`config.mk`:
```
export PLATFORM = sky130hd
export DESIGN_NAME = fifo_stream_reader
export DESIGN_NICKNAME = d
export VERILOG_FILES = /design/src/rtl/fifo_stream_reader.sv
export SDC_FILE = /design/constraint.sdc
export NUM_CORES = 1
export LEC_CHECK = 0
export CORE_MARGIN = 2
export CORE_UTILIZATION = 45
export CTS_BUF_LIST = sky130_fd_sc_hd__clkbuf_8
export CTS_CLUSTER_SIZE = 30
export DETAILED_ROUTE_END_ITERATION = 8
export GPL_TIMING_DRIVEN = 0
export MAX_ROUTING_LAYER = met4
export PLACE_DENSITY = 0.77
export RECOVER_POWER = 100
export SETUP_SLACK_MARGIN = 0.2
export SYNTH_ARGS = -nofsm -noshare
export SYNTH_HDL_FRONTEND = slang
export SYNTH_SLANG_ARGS = --single-unit
```
`constraint.sdc`:
```
create_clock -name clk -period 1.6 [get_ports clk]
set_clock_uncertainty 0.2 [all_clocks]
set_input_delay 0.32 -clock clk [delete_from_list [all_inputs] [get_ports clk]]
set_output_delay 0.32 -clock clk [all_outputs]
set_load 0.05 [all_outputs]
```
`src/rtl/fifo_stream_reader.sv`:
```
// FIFO read-side engine: pops words and presents them on a valid/ready stream.
// Optional packet m_last generation is enabled with FIFO_READER_LAST_EN.
module fifo_stream_reader #(
  parameter int WIDTH   = 8,
  parameter int PKT_LEN = 4
) (
  input  logic             clk,
  input  logic             reset_n,
  input  logic             fifo_empty,
  input  logic [WIDTH-1:0] fifo_data_out,
  output logic             fifo_read,
  output logic             m_valid,
  input  logic             m_ready,
  output logic [WIDTH-1:0] m_data,
  output logic             m_last
);

  typedef enum logic {
    IDLE = 1'b0,
    WAIT = 1'b1
  } state_e;

  state_e           state_q, state_d;
  logic [1:0]       occ_q, occ_d;
  logic             rd_ptr_q, rd_ptr_d;
  logic             wr_ptr_q, wr_ptr_d;
  logic [WIDTH-1:0] buf_q [2];
  logic             capture;
  logic             xfer;

  assign m_valid = (occ_q != 2'd0);
  assign m_data  = buf_q[rd_ptr_q];
  assign xfer    = m_valid & m_ready;
  assign capture = (state_q == WAIT);

  // Gated by reset so the strobe stays low while reset is held
  assign fifo_read = reset_n && (state_q == IDLE) &&
                     !fifo_empty && (occ_q < 2'd2);

  always_comb begin
    state_d  = state_q;
    occ_d    = occ_q;
    rd_ptr_d = rd_ptr_q;
    wr_ptr_d = wr_ptr_q;
    unique case (state_q)
      IDLE: if (fifo_read) state_d = WAIT;
      WAIT: state_d = IDLE;
      default: state_d = IDLE;
    endcase
    if (capture) wr_ptr_d = ~wr_ptr_q;
    if (xfer) rd_ptr_d = ~rd_ptr_q;
    unique case ({capture, xfer})
      2'b10:   occ_d = occ_q + 2'd1;
      2'b01:   occ_d = occ_q - 2'd1;
      default: occ_d = occ_q;
    endcase
  end

  always_ff @(posedge clk or negedge reset_n) begin
    if (!reset_n) begin
      state_q  <= IDLE;
      occ_q    <= 2'd0;
      rd_ptr_q <= 1'b0;
      wr_ptr_q <= 1'b0;
      buf_q[0] <= '0;
      buf_q[1] <= '0;
    end else begin
      state_q  <= state_d;
      occ_q    <= occ_d;
      rd_ptr_q <= rd_ptr_d;
      wr_ptr_q <= wr_ptr_d;
      if (capture) buf_q[wr_ptr_q] <= fifo_data_out;
    end
  end

`ifdef FIFO_READER_LAST_EN
  localparam int CW = $clog2(PKT_LEN) + 1;

  logic [CW-1:0] cnt_q, cnt_d;
  logic          cnt_end;

  assign cnt_end = (cnt_q == CW'(PKT_LEN - 1));
  assign m_last  = m_valid && cnt_end;

  always_comb begin
    cnt_d = cnt_q;
    if (xfer) cnt_d = cnt_end ? '0 : cnt_q + CW'(1);
  end

  always_ff @(posedge clk or negedge reset_n) begin
    if (!reset_n) cnt_q <= '0;
    else          cnt_q <= cnt_d;
  end
`else
  assign m_last = 1'b0;
`endif

endmodule

```
==> Flow_metrics.wiki <==
{| class="wikitable"
! Metric !! Value
|-
| Die Span X || 49.4 µm
|-
| Required arrival time at the worst endpoint || 1.08 ns
|-
| Clock tree root buffer cell || clkbuf_8
|-
| Endpoint arrival time on the critical path || 1.25 ns
|-
| Worst setup slack after placement || -1.60 ns
|-
| Global-route wire length before repair || 3050 µm
|-
| Sum of net half-perimeters after detailed placement || 1190 µm
|-
| Register-to-Register Setup Slack || -0.09 ns
|-
| Via/cell ratio || 4.85
|-
| Post-route cell area || 0.00142 mm²
|-
| Maximum vdd ir drop || 1400 µV
|-
| DRC marker count from the first detailed-route iteration || 4
|-
| Floorplan die area || 0.00244 mm²
|-
| Max Root-Sink Buffers || 2
|-
| Final setup viols || 14
|-
| Final Worst Setup Slack || -0.174 ns
|-
| Count of antenna diodes in the layout || 0
|-
| Cell leakage power || 0.650 nW
|-
| Max Clock Freq || 564 MHz
|-
| FF-to-FF Start || occ_q[1]
|-
| Total negative setup slack || -1.54 ns
|-
| Sequential share of the synthesized area || 56.8%
|-
| Sort of element at the end of the critical path || primary output
|-
| DP Cell Count || 110
|-
| CTS tree || done
|-
| Violated checks || negative hold slack, negative setup slack
|-
| # clock sinks || 21
|-
| Chip height || 49.4 µm
|-
| Flip-flop and latch count after synthesis || 21
|-
| Classification of the worst-slack hold path || input port to asynchronous set/reset pin
|-
| Reg2Reg Depth || 6
|-
| Fraction of layout cells with a size suffix above 1 || 52.1%
|-
| First-pass DRT Iterations || 2
|-
| Count of final hold-check violations || 21
|-
| Net count, final || 110
|-
| Average wire length per cell after detail routing || 16.0 µm
|-
| Starting density of the core || 47.7%
|-
| Unique cell type count in the Yosys netlist || 15
|-
| Status || finished, violations left
|-
| Top fanout value on the critical path || 9
|-
| Unrepaired setup endpoints after global routing || yes
|-
| Largest net degree at the start of global routing || 24
|-
| Count of standard-cell rows || 16
|-
| Worst path most repeated cell || buf_6
|-
| Post-synthesis instance total || 62
|-
| Global placement routability congestion || 0.651
|-
| Core Box Area || 0.00194 mm²
|-
| Port Buffer Count || 21
|-
| Number of buffers inserted during clock tree synthesis || 3
|-
| Crit path cell chain || buf_6 > mux2_4 > buf_6
|-
| Synthesis Warnings || 0
|-
| Post-DRT Antenna Nets || 0
|-
| Worst-Skew Late Latency || 0.26 ns
|-
| Number of top-level pins || 23
|-
| Grt ovf || 0
|-
| Clock Pin Slew Worst Setup and Hold Paths || 0.07 ns
|-
| Type of the worst setup path || flip-flop to primary output
|-
| Final Routed Wirelength || 1970 µm
|-
| Max cap viols || 0
|-
| Netlist area before placement || 926 µm²
|-
| Critical path's largest stage delay || 0.38 ns
|-
| Post-detailed-route DRC marker count || 0
|-
| Average cell area after synthesis || 14.9 µm²
|-
| Final period demand of the worst path || 1.77 ns
|-
| Kind of launch point of the worst setup path || flip-flop
|-
| Post-Route Hold Slack || -0.257 ns
|-
| Total routing resource utilization after global routing || 17.8%
|-
| Max-slew violation count || 0
|-
| Final Cycle Share || 111%
|-
| Net count after synthesis || 75
|-
| Power density cells || 2420 mW/mm²
|-
| Vias in the first global route || 641
|-
| Worst path slowest cell || dfrtp_1
|-
| Synthesis-to-layout area growth || 52.8%
|-
| Placed Instance Area || 0.00124 mm²
|-
| R2R Path End || occ_q[1]
|-
| Number of antenna violations at the first check in global routing || 0
|-
| Via Count || 596
|-
| Final standard cell count with taps included and fillers excluded || 123
|-
| Depth of the CTS H-tree || 1
|}
-- cells in the final DEF, fill, tap and decap left out, drive strengths merged, types with 2 or more instances in the layout --
cell            n
mux2           24
dfrtp          21
buf            20
clkdlybuf4s50   9
clkbuf          5
xor2            3
xnor2           2
nor4b           2
nor2            2
-- layer usage --
metal	vias to the layer above	part of all wire, %	track usage [%]
li1	281	-	-
met1	300	39	20.0
met2	13	57	30.2
met3	2	3.8	3.68
met4	0	0.61	8.57
met5	-	0	-
-- cell usage after synthesis --
library cell | instances | area, µm²
mux2_2 | 24 | 270
dfrtp_1 | 21 | 526
xor2_1 | 3 | 26.3
nor4b_1 | 2 | 17.5
xnor2_1 | 2 | 17.5
and2_4 | 1 | 8.76
buf_2 | 1 | 5.00
buf_4 | 1 | 7.51
conb_1 | 1 | 3.75
ha_1 | 1 | 12.5
inv_2 | 1 | 3.75
nand2_2 | 1 | 6.26
nor2_1 | 1 | 3.75
nor2_4 | 1 | 11.3
or2_2 | 1 | 6.26
-- sequential cells by signal, indices dropped and copies added, names as in the netlist --
| register | count |
|---|---|
| buf_q | 16 |
| wr_ptr_q | 1 |
| occ_q | 2 |
| rd_ptr_q | 1 |
| capture | 1 |
-- through the flow --
stage | utilization (%) | power, mW | hold slack, ns
after floorplan | - | 2.34 | -0.176
after global placement | 63.7 | 2.74 | 0.287
after CTS | 72.4 | 3.45 | -0.260
final | 72.9 | 3.42 | -0.257
after detailed placement | 63.7 | 2.80 | 0.296
after global routing | 72.9 | 3.58 | -0.242
-- cell families after synthesis --
logic type,count (synthesis),share of synthesized area [%]
xor+xnor,5,4.73
flops,21,56.8
mux,24,29.2
buf+inv,3,1.76
fa+ha+maj,1,1.35
other cells,1,0.405
simple gates,7,5.81
-- worst max-delay path: cells and delay by family (launching register included) --
kind	cells	cell delay, ns
flops	1	0.38
mux	1	0.31
buf+inv	2	0.30
-- layout make-up --
class | count | area [µm²]
multi-input combinational | 38 | 475
clock inverter | 1 | 5.00
clock buffer | 3 | 41.3
sequential | 21 | 528
tap | 27 | 33.8
timing repair buffer | 30 | 304
inverter | 1 | 8.76
buffer | 2 | 18.8
fill | 143 | 527
-- how the worst max path moves through the flow --
stage / startpoint / to / slack [ns] / depth (start not counted)
4_1_cts: rd_ptr_q / m_data[1] / -0.19 / 3
6_report: rd_ptr_q / m_data[1] / -0.17 / 3
5_1_grt: rd_ptr_q / m_data[1] / -0.22 / 3
2_1_floorplan: occ_q[1] / occ_q[1] / -0.11 / 6
3_5_place_dp: reset_n / fifo_read / -1.60 / 3
3_3_place_gp: reset_n / fifo_read / -1.58 / 3
-- power by group --
group	internal (mW)	total [mW]	leakage [nW]	switching [mW]
Sequential	0.800	0.969	0.247	0.168
Clock	0.173	0.341	0.0255	0.168
Combinational	1.05	2.11	0.378	1.06
Total	2.03	3.42	0.650	1.39
-- timing repair --
action / CTS / global route
pin swaps: 5 / 1
endpoints found under the setup margin: 42 / 25
setup buffers: 6 / 3
resized for setup: 93 / 13
endpoints found under the hold margin: 21 / 21
Note: power is estimated with default switching activity, not from simulation.
